--- config.mk ---
export PLATFORM = sky130hd
export DESIGN_NAME = pipe_controller
export DESIGN_NICKNAME = d
export VERILOG_FILES = /design/src/rtl/pipe_controller.sv
export SDC_FILE = /design/constraint.sdc
export NUM_CORES = 1
export LEC_CHECK = 0
export ABC_AREA = 1
export CAP_MARGIN = 20
export CELL_PAD_IN_SITES_DETAIL_PLACEMENT = 0
export CELL_PAD_IN_SITES_GLOBAL_PLACEMENT = 2
export CORE_MARGIN = 3
export CORE_UTILIZATION = 21
export DETAILED_ROUTE_END_ITERATION = 16
export PLACE_DENSITY_LB_ADDON = 0.3
export SYNTH_ARGS = -nofsm -noshare
export SYNTH_HDL_FRONTEND = slang
export SYNTH_SLANG_ARGS = --single-unit
export TNS_END_PERCENT = 1
--- constraint.sdc ---
create_clock -name clk -period 0.8 [get_ports clk]
set_input_delay 0.08 -clock clk [delete_from_list [all_inputs] [get_ports clk]]
set_output_delay 0.08 -clock clk [all_outputs]
set_load 0.01 [all_outputs]
--- src/rtl/pipe_controller.sv ---
// Pipelined MIPS control unit: decodes opcode/funct in ID and carries the control
// bundle through ID/EX, EX/MEM and MEM/WB with bubble, stall and flush handling.
module pipe_controller #(
   parameter int ALUCTRL_W = 3,
   parameter bit EXT_OPS   = 1'b1
) (
   input  logic                 clk,
   input  logic                 rst_n,
   input  logic [5:0]           opcode_d,
   input  logic [5:0]           funct_d,
   input  logic                 flush_e,
   input  logic                 stall_e,
   output logic                 jump_d,
   output logic                 branch_d,
   output logic                 alusrc_e,
   output logic                 regdst_e,
   output logic [ALUCTRL_W-1:0] alu_control_e,
   output logic                 regwrite_e,
   output logic                 memtoreg_e,
   output logic                 illegal_e,
   output logic                 memwrite_m,
   output logic                 memen_m,
   output logic                 regwrite_m,
   output logic                 memtoreg_m,
   output logic                 regwrite_w,
   output logic                 memtoreg_w
);

   localparam logic [5:0] OP_RTYPE = 6'b000000;
   localparam logic [5:0] OP_LW    = 6'b100011;
   localparam logic [5:0] OP_SW    = 6'b101011;
   localparam logic [5:0] OP_BEQ   = 6'b000100;
   localparam logic [5:0] OP_ADDI  = 6'b001000;
   localparam logic [5:0] OP_J     = 6'b000010;
   localparam logic [5:0] OP_ANDI  = 6'b001100;
   localparam logic [5:0] OP_ORI   = 6'b001101;
   localparam logic [5:0] OP_SLTI  = 6'b001010;

   localparam logic [2:0] ALU_AND = 3'b000;
   localparam logic [2:0] ALU_OR  = 3'b001;
   localparam logic [2:0] ALU_ADD = 3'b010;
   localparam logic [2:0] ALU_SUB = 3'b110;
   localparam logic [2:0] ALU_SLT = 3'b111;

   typedef struct packed {
      logic       rw;
      logic       rd;
      logic       as;
      logic       br;
      logic       mw;
      logic       mtr;
      logic       j;
      logic       me;
      logic [2:0] alu;
      logic       illegal;
   } dec_t;

   typedef struct packed {
      logic                 rw;
      logic                 mtr;
      logic                 mw;
      logic                 me;
      logic                 as;
      logic                 rd;
      logic [ALUCTRL_W-1:0] alu;
      logic                 illegal;
   } idex_t;

   typedef struct packed {
      logic rw;
      logic mtr;
      logic mw;
      logic me;
   } exmem_t;

   typedef struct packed {
      logic rw;
      logic mtr;
   } memwb_t;

   dec_t   dec;
   idex_t  idex_d,  idex_q;
   exmem_t exmem_d, exmem_q;
   memwb_t memwb_d, memwb_q;

   // NOTE: every combinational output gets a default first so no path infers a latch.
   always_comb begin
      dec = '0;
      unique case (opcode_d)
         OP_RTYPE: begin
            dec.rw = 1'b1;
            dec.rd = 1'b1;
            case (funct_d)
               6'b100000: dec.alu = ALU_ADD;
               6'b100010: dec.alu = ALU_SUB;
               6'b100100: dec.alu = ALU_AND;
               6'b100101: dec.alu = ALU_OR;
               6'b101010: dec.alu = ALU_SLT;
               default: begin
                  dec         = '0;
                  dec.illegal = 1'b1;
               end
            endcase
         end
         OP_LW:   begin dec.rw = 1'b1; dec.as = 1'b1; dec.mtr = 1'b1; dec.me = 1'b1; dec.alu = ALU_ADD; end
         OP_SW:   begin dec.as = 1'b1; dec.mw = 1'b1; dec.me = 1'b1; dec.alu = ALU_ADD; end
         OP_BEQ:  begin dec.br = 1'b1; dec.alu = ALU_SUB; end
         OP_ADDI: begin dec.rw = 1'b1; dec.as = 1'b1; dec.alu = ALU_ADD; end
         OP_J:    dec.j = 1'b1;
         OP_ANDI, OP_ORI, OP_SLTI: begin
            if (EXT_OPS) begin
               dec.rw  = 1'b1;
               dec.as  = 1'b1;
               dec.alu = (opcode_d == OP_ANDI) ? ALU_AND :
                         (opcode_d == OP_ORI)  ? ALU_OR  : ALU_SLT;
            end else begin
               dec.illegal = 1'b1;
            end
         end
         default: dec.illegal = 1'b1;
      endcase
   end

   assign jump_d   = dec.j;
   assign branch_d = dec.br;

   // Flush wins over stall at ID/EX; a stall always pushes a bubble into EX/MEM.
   always_comb begin
      idex_d = idex_q;
      if (flush_e) begin
         idex_d = '0;
      end else if (!stall_e) begin
         idex_d.rw      = dec.rw;
         idex_d.mtr     = dec.mtr;
         idex_d.mw      = dec.mw;
         idex_d.me      = dec.me;
         idex_d.as      = dec.as;
         idex_d.rd      = dec.rd;
         idex_d.alu     = ALUCTRL_W'(dec.alu);
         idex_d.illegal = dec.illegal;
      end

      exmem_d = '0;
      if (!stall_e) begin
         exmem_d.rw  = idex_q.rw;
         exmem_d.mtr = idex_q.mtr;
         exmem_d.mw  = idex_q.mw;
         exmem_d.me  = idex_q.me;
      end

      memwb_d.rw  = exmem_q.rw;
      memwb_d.mtr = exmem_q.mtr;
   end

   // NOTE: state registers use non-blocking assignments so all stages advance together.
   // NOTE: the all-zero reset value is the bubble, so reset discards in-flight bundles.
   always_ff @(posedge clk or negedge rst_n) begin
      if (!rst_n) begin
         idex_q  <= '0;
         exmem_q <= '0;
         memwb_q <= '0;
      end else begin
         idex_q  <= idex_d;
         exmem_q <= exmem_d;
         memwb_q <= memwb_d;
      end
   end

   assign alusrc_e      = idex_q.as;
   assign regdst_e      = idex_q.rd;
   assign alu_control_e = idex_q.alu;
   assign regwrite_e    = idex_q.rw;
   assign memtoreg_e    = idex_q.mtr;
   assign illegal_e     = idex_q.illegal;
   assign memwrite_m    = exmem_q.mw;
   assign memen_m       = exmem_q.me;
   assign regwrite_m    = exmem_q.rw;
   assign memtoreg_m    = exmem_q.mtr;
   assign regwrite_w    = memwb_q.rw;
   assign memtoreg_w    = memwb_q.mtr;

endmodule

# After elaboration in Yosys (flattened, before gate mapping)
# Cells that the tools add are included.
[totals] elab_cells=54 inputBits=16 output_inout_bits=16 register_bits=16
[classes] n_eq_ne=14 reduce_logical=8 muxes=18
[ops] op="equality test 6 bit (second input constant)" count=7
[ops] op="equality test 6 x 4 -> 1 bit (second input constant)" count=4
[ops] op="case mux 3 bit (4 select lines)" count=2
[ops] op="two-way mux 10 bit" count=2
[ops] op="case mux 1 bit (2 select lines)" count=8
[ops] op="OR reduction 5 bit" count=2
[ops] op="two-way mux 8 bit" count=1
[ops] op="OR reduction 8 bit" count=1
[ops] op="equality test 6 x 2 -> 1 bit (second input constant)" count=1
[ops] op="equality test 6 x 3 -> 1 bit (second input constant)" count=1
[ops] op="zero test 6 bit" count=1
[ops] op="two-way mux 3 bit" count=2
[ops] op="OR reduction 3 bit" count=2
[ops] op="OR reduction 6 bit" count=1
[ops] op="two-way mux 4 bit" count=1
[ops] op="two-way mux 1 bit" count=2
[ops] op="!= test 2 bit (second input constant)" count=1
[ops] op="OR reduction 2 bit" count=1

# Logic depth before layout (Yosys ltp)
# Gate-level depths: netlist of run 1.
[logic_depth] ltp_word=6 mapped_depth=9 depth_no_buf=9

# Worst setup path before layout of run 1
# OpenSTA, ideal clock, no wires.
[synth_timing] path_kind="in2reg" startpoint="in opcode_d[3]" endpoint="reg idex_q (netlist bit illegal_e)" setup_slack_ns=-0.004 t_arrival_ns=0.687 path_buffers=0 required_time_ns=0.684 cell_stages=8 cell_sequence="nor2_2 -> inv_1 -> nor2_2 -> nand2_1 -> nand3_2 -> nor2_1 -> nand2_1 -> nand2_1"
[synth_via] elab_chain_cells=5 elab_cells_between_ends=13
[synth_rtl] element="from (decl)" line="9" text="input logic [5:0] opcode_d,"
[synth_rtl] element="equality test 6 x 4 -> 1 bit (tied with other cells)" line="89" text="unique case (opcode_d)"
[synth_rtl] element="OR reduction 8 bit (no source line)"
[synth_rtl] element="case mux 1 bit (2 select lines) (*)" line="89"
[synth_rtl] element="two-way mux 10 bit (*)" line="132" text="end else if (!stall_e) begin"
[synth_rtl] element="two-way mux 10 bit (*)" line="130" text="if (flush_e) begin"
[synth_rtl] element="to (signal assigned)" line="163" text="idex_q <= idex_d;"
[synth_rtl] element="to (decl)" line="82" text="idex_t idex_d, idex_q;"
# Mark *: on every way between the ends. The rest lies on a longest branch, timed or not. The select of a mux whose other input is x is not followed.
# A chain may end at the register's enable or synchronous reset.

# Worst setup path in the final report of run 1
[layout_timing] startpoint="reg idex_q (netlist bit regwrite_e)" endpoint="out regwrite_e"
[layout_lines] element="to (decl)" line="18" text="output logic regwrite_e,"
# No word-level cell between the ends.

==> flow_summary.yaml, run 1 <==
status:
  status: "finished with violations"
  violations: "negative setup slack"
layout:
  antenna_cells: 0
  fill_cells: 462
  drive_gt1_share_pct: 39.8
  final_net_count: 208
  area.sequential_um2: 400
  multiInputGateArea_um2: 488
  area_growth_pct: 64.6
  final_util_pct: 37.1
logic_synthesis:
  ys_types: 15
  netlist_top_cells_count: "nand2_1, inv_1, nor2_1"
  synth_area_um2: 927
  ys.warnings.count: 0
  ys_ff_latch: 16
  syn_inst: 133
  synth.most_common_cell: "nand2_1"
  yosys.area.top_type: "dfrtp_1"
  ys_seq_area_share_pct: 43.2
  synth_top_area_share_pct: 43.2
  async_flop_share_pct: 100
  syn_avg_cell_area_um2: 6.97
  synth.area.top_cells: "dfrtp_1, nand2_1, inv_1"
  synth_edf_count: 0
  synthFlopType: "dfrtp_1"
  syn_nets: 149
setup_path:
  worstReg2RegEnd: "alu_control_e[1]$_DFFE_PN0P_"
  rrSetupSlack_ns: -0.03
  cpMaxStageDelayCell: "dfrtp_1"
  timing.rr.start: "alu_control_e[1]$_DFFE_PN0P_"
  cp_top_family: "flip-flops"
  start_kind: "register"
  crit_chain: "buf_2"
  crit_type: "register to output port"
  cp-end-kind: "output port"
  cp.arrival_ns: 0.78
  crit_required_ns: 0.72
  rr_worst_depth: 4
  cpPeakStageDelay_ns: 0.38
  cp_max_fo: 2
  worst-path-buf-inv: 1
sta:
  period_share_pct: 107
  finalHoldViolations: 0
  fin_skew_ns: 0.00548
  slew-limit-headroom_pct: 85.5
  worst_slack_ns: -0.0585
  timing.fmax_mhz: 1160
  period_needed_ns: 0.859
  setup_viol: 16
  tightestPinTransition_ns: 0.216
  rsz0062_at_grt: "true"
  slew_violations: 0
clock_network:
  clk_path_buf_depth: 2
  cts_sinks: 16
  cts_tree: "done"
  cts_inserted_buffers: 3
  root_buffer: "clkbuf_8"
  ctsHtreeMaxLevel: 1
  path_clk_slew_ns: 0.07
  worstSkewPairLatency_ns: 0.25
global_routing:
  grt_usage_pct: 9.71
  grt_pass1_wl_um: 4110
  use_met2_pct: 17.2
  grtUsageMet3_pct: 1.80
  gr-max-usage-layer: "met2"
  use_met1_pct: 11.3
  globalRouteOverflowTotal: 0
  antenna_found_initial: 0
  grt_pass1_vias: 1000
  grt_max_degree: 17
pwr:
  ir_drop_v: 0.000419
  power.density_nw_per_um2: 1240
  p_total_mw: 1.89
  leakagePower_nw: 0.889
floorplanning:
  core-area_um2: 4120
  die_w_um: 72.4
  die_h_um: 72.4
  dieArea_um2: 5250
  num_rows: 23
  ioPinCount: 32
  start_util_pct: 22.5
detailed_routing:
  vias_per_cell: 4.05
  wl_per_cell_um: 9.96
  wl_um: 2400
  drtPass1Iterations: 4
  vias: 976
  ant_nets: 0
  drtIter0Drc: 46
  drc: 0
placement:
  place_hpwl_um: 1890
  place_congestion: 0.752
  port-buffer-count: 31
min_path:
  hold_class: "input pin to asynchronous set/reset pin"
job:
  maxCapViolCount: 0
[metal layers]
layer,up-vias,share of wire [%]
met5,-,0
met4,0,1.8
met3,5,4.8
met2,21,49
met1,429,44
li1,521,-
[power breakdown]
group	internal (mW)	leakage, nW	switching [mW]
clock network	0.437	0.0288	0.282
logic	0.163	0.638	0.184
registers	0.821	0.222	0.00474
total	1.42	0.889	0.471
[layout make-up]
| type | instances | area share, % |
|---|---|---|
| Clock buffer | 4 | 3.61 |
| Inverter | 24 | 5.90 |
| Multi-Input combinational cell | 90 | 32.0 |
| Sequential cell | 16 | 26.2 |
| Tap cell | 50 | 4.10 |
| Timing Repair Buffer | 57 | 28.2 |
[sequential cells by signal (all words and copies together), names as in the netlist]
| signal | flops |
|---|---|
| regwrite_e | 1 |
| alusrc_e | 1 |
| illegal_e | 1 |
| alu_control_e | 3 |
| memtoreg_w | 1 |
| memtoreg_m | 1 |
| memen_m | 1 |
| memtoreg_e | 1 |
| memwrite_m | 1 |
| idex_q | 2 |
| regwrite_m | 1 |
| regwrite_w | 1 |
| regdst_e | 1 |
[placed cells by master, fill, tap and decap left out]
cell,Yosys,layout
buf_2,0,19
nand2_4,0,1
nor2_2,5,5
buf_12,0,1
nand2_1,37,34
nand4_1,2,2
clkdlybuf4s50_1,0,1
dlygate4sd2_1,0,5
nor2_4,2,7
o22ai_1,2,2
o21ai_1,1,2
a21oi_2,0,1
buf_6,0,7
o21ai_0,2,1
buf_4,3,21
clkbuf_8,0,4
o211ai_1,1,1
clkbuf_2,0,1
nor2_1,21,16
dfrtp_1,16,16
nand2_2,0,2
nand3_2,2,6
nand3_1,14,10
inv_2,0,1
clkdlybuf4s15_1,0,2
inv_1,24,23
[what timing repair did]
action                                  4_1_cts  5_1_grt
endpoints found under the setup margin       26       23
resized for setup                           112       17
pin swaps                                    14       10
hold buffers                                  0        0
setup buffers                                 5        0
[worst max-delay path by stage]
stage,start,end,slack (ns),cells past startpoint
3_5_place_dp,opcode_d[1],jump_d,-0.76,6
6_report,regwrite_e$_DFFE_PN0P_,regwrite_e,-0.06,1
2_1_floorplan,opcode_d[5],illegal_e$_DFFE_PN0P_,0.006,8
4_1_cts,regwrite_e$_DFFE_PN0P_,regwrite_e,-0.07,1
5_1_grt,memtoreg_e$_DFFE_PN0P_,memtoreg_e,-0.09,1
3_3_place_gp,opcode_d[1],jump_d,-0.73,6
[through the flow]
step           hold WS, ns  TNS, ns  instances  cell area, um^2  setup slack (ns)
5_1_grt              0.173    -1.07        241             1530           -0.0859
4_1_cts              0.162   -0.704        241             1480           -0.0652
6_report             0.154   -0.527        241             1530           -0.0585
2_1_floorplan       -0.216        0        133              932           0.00557
3_3_place_gp         0.359    -9.82        232             1450            -0.730
3_5_place_dp         0.367   -10.15        232             1450            -0.764
[cell families after synthesis]
| family | share of synthesized area, % |
|---|---|
| AND/OR/NAND/NOR | 40.4 |
| buffers and inverters | 12.1 |
| flip-flops | 43.2 |
| AO/OA/AOI/OAI | 4.32 |
Power figures use the tool's default switching activity.
==> inputs of run 2 (changes only) <==
Settings changed: CORE_ASPECT_RATIO from default to 0.8.
==> run 2 against run 1 <==
Against the previous run: the flow still finishes with violations (negative setup slack); design area increased by 5.7%; largest power group unchanged; sequential power barely moved; clock power shrank 3.2%; highest routed layer unchanged; largest cell class unchanged.
==> flow_summary.yaml, run 2 (synthesis results as in run 1) <==
status:
  status: "finished with violations"
  violations: "negative setup slack"
sta:
  rsz0062_at_grt: "true"
  tightestPinTransition_ns: 0.234
  finalHoldViolations: 0
  worst_slack_ns: -0.0554
  timing.fmax_mhz: 1170
  tns_ns: -0.507
  fin_skew_ns: 0.00108
  setup_viol: 17
  period_needed_ns: 0.855
  period_share_pct: 107
  slew-limit-headroom_pct: 84.2
  slew_violations: 0
  hold_slack_ns: 0.166
clock_network:
  cts_tree: "done"
  cts_hold_buf: 0
  cts_sinks: 16
  cts_inserted_buffers: 3
  root_buffer: "clkbuf_8"
  clk_path_buf_depth: 2
  path_clk_slew_ns: 0.06
  ctsHtreeMaxLevel: 1
  worstSkewPairLatency_ns: 0.25
global_routing:
  antenna_found_initial: 0
  globalRouteOverflowTotal: 0
  grt_pass1_vias: 997
  grt_pass1_wl_um: 4390
  grt_max_degree: 17
  grt_usage_pct: 10.7
setup_path:
  cpPeakStageDelay_ns: 0.15
  crit_chain: "buf_2 -> buf_4 -> nor2_4 -> nand3_1 -> nand2_1 -> nor2_2 -> nand2_1 -> nor2_1 -> nand2_1 -> nand2_1"
  cp_max_fo: 4
  crit_type: "input pin to register"
  cp.arrival_ns: 1.00
  path_common_cell: "nand2_1"
  start_kind: "input pin"
  cp-end-kind: "register"
  cpMaxStageDelayCell: "nor2_4"
  crit_required_ns: 0.94
layout:
  final_net_count: 210
  finalNonFillerCells: 248
  largest_reg_flops: 3
  layout_common_cells: "nand2_1, inv_1, buf_2, buf_4, dfrtp_1"
  mostFrequentLayoutCell: "nand2_1"
  area_growth_pct: 74.0
  finalInstanceArea_um2: 1610
  antenna_cells: 0
  drive_gt1_share_pct: 44.6
  fill_cells: 427
  final_util_pct: 40.0
floorplanning:
  num_rows: 20
  dieArea_um2: 5250
  ioPinCount: 32
  die_h_um: 65.4
  core-area_um2: 4030
  die_w_um: 80.3
  start_util_pct: 23.0
placement:
  place_congestion: 0.823
  dp_cells: 238
  place_hpwl_um: 1920
  place_area_um2: 1480
  dp_slack_ns: -0.771
  port-buffer-count: 31
pwr:
  power.density_nw_per_um2: 1190
  p_total_mw: 1.91
  leakagePower_nw: 0.901
  ir_drop_v: 0.000424
detailed_routing:
  wl_per_cell_um: 10.0
  wl_um: 2490
  ant_nets: 0
  drc: 0
  vias_per_cell: 4.10
  drtIter0Drc: 58
  vias: 1018
  drtPass1Iterations: 4
min_path:
  hold_class: "input pin to asynchronous set/reset pin"
job:
  maxCapViolCount: 0
## run 2: cell types whose count changed in the layout (fill, tap and decap cells not counted), sizes merged
cell and delta:
clkdlybuf4s15 +1, clkbuf -1, buf +2
## run 2: what timing repair did
item / in CTS / in global routing
pin swaps: 17 / 15
setup endpoints to repair: 26 / 23
buffers inserted: 6 / 0
hold endpoints to repair: 0 / 0
gates resized for setup: 117 / 23
## run 2: path summary, 6_finish.rpt
check	startpoint	to	slack, ns	depth (start not counted)
worst min-delay path	rst_n	regwrite_w$_DFF_PN0_	0.17	2
max in group asynchronous	rst_n	regwrite_m$_DFF_PN0_	0.52	2
min in group clk	opcode_d[4]	idex_q[7]$_DFFE_PN0P_	0.24	5
worst max-delay path	opcode_d[2]	illegal_e$_DFFE_PN0P_	-0.06	10
worst min register to register	regwrite_m$_DFF_PN0_	regwrite_w$_DFF_PN0_	0.38	0
worst max register to register	alu_control_e[2]$_DFFE_PN0P_	alu_control_e[2]$_DFFE_PN0P_	-0.01	4
## run 2: critical path: cells and delay by family
kind                   cells  cell delay (ns)
buffers and inverters      2             0.27
AND/OR/NAND/NOR            8             0.64
## run 2: power by group
| group | switching [mW] | total [mW] | internal [mW] |
|---|---|---|---|
| combinational | 0.206 | 0.391 | 0.185 |
| sequential | 0.00520 | 0.826 | 0.821 |
| clock | 0.260 | 0.696 | 0.436 |
## run 2: routing by layer
metal	vias up	global-route usage (%)	share of wire [%]
li1	524	-	-
met1	465	13.6	45
met2	25	17.6	49
met3	4	2.47	4.6
met4	0	3.80	1.3
met5	-	0	0
## run 2: final cells by class
type                    count  area, um^2  area share [%]
clock buffers               4        55.1            3.41
inverters                  24        90.1            5.59
multi-input cells          90         531            32.9
flip-flops and latches     16         400            24.8
well taps                  55        68.8            4.27
repair buffers             59         468            29.0
==> inputs of run 3 (changes only) <==
Settings changed: CORE_ASPECT_RATIO 0.8 to default, CTS_CLUSTER_DIAMETER from default to 200.
==> results of run 3 <==
The final DEF is identical to that of run 1; final timing and power are the same.
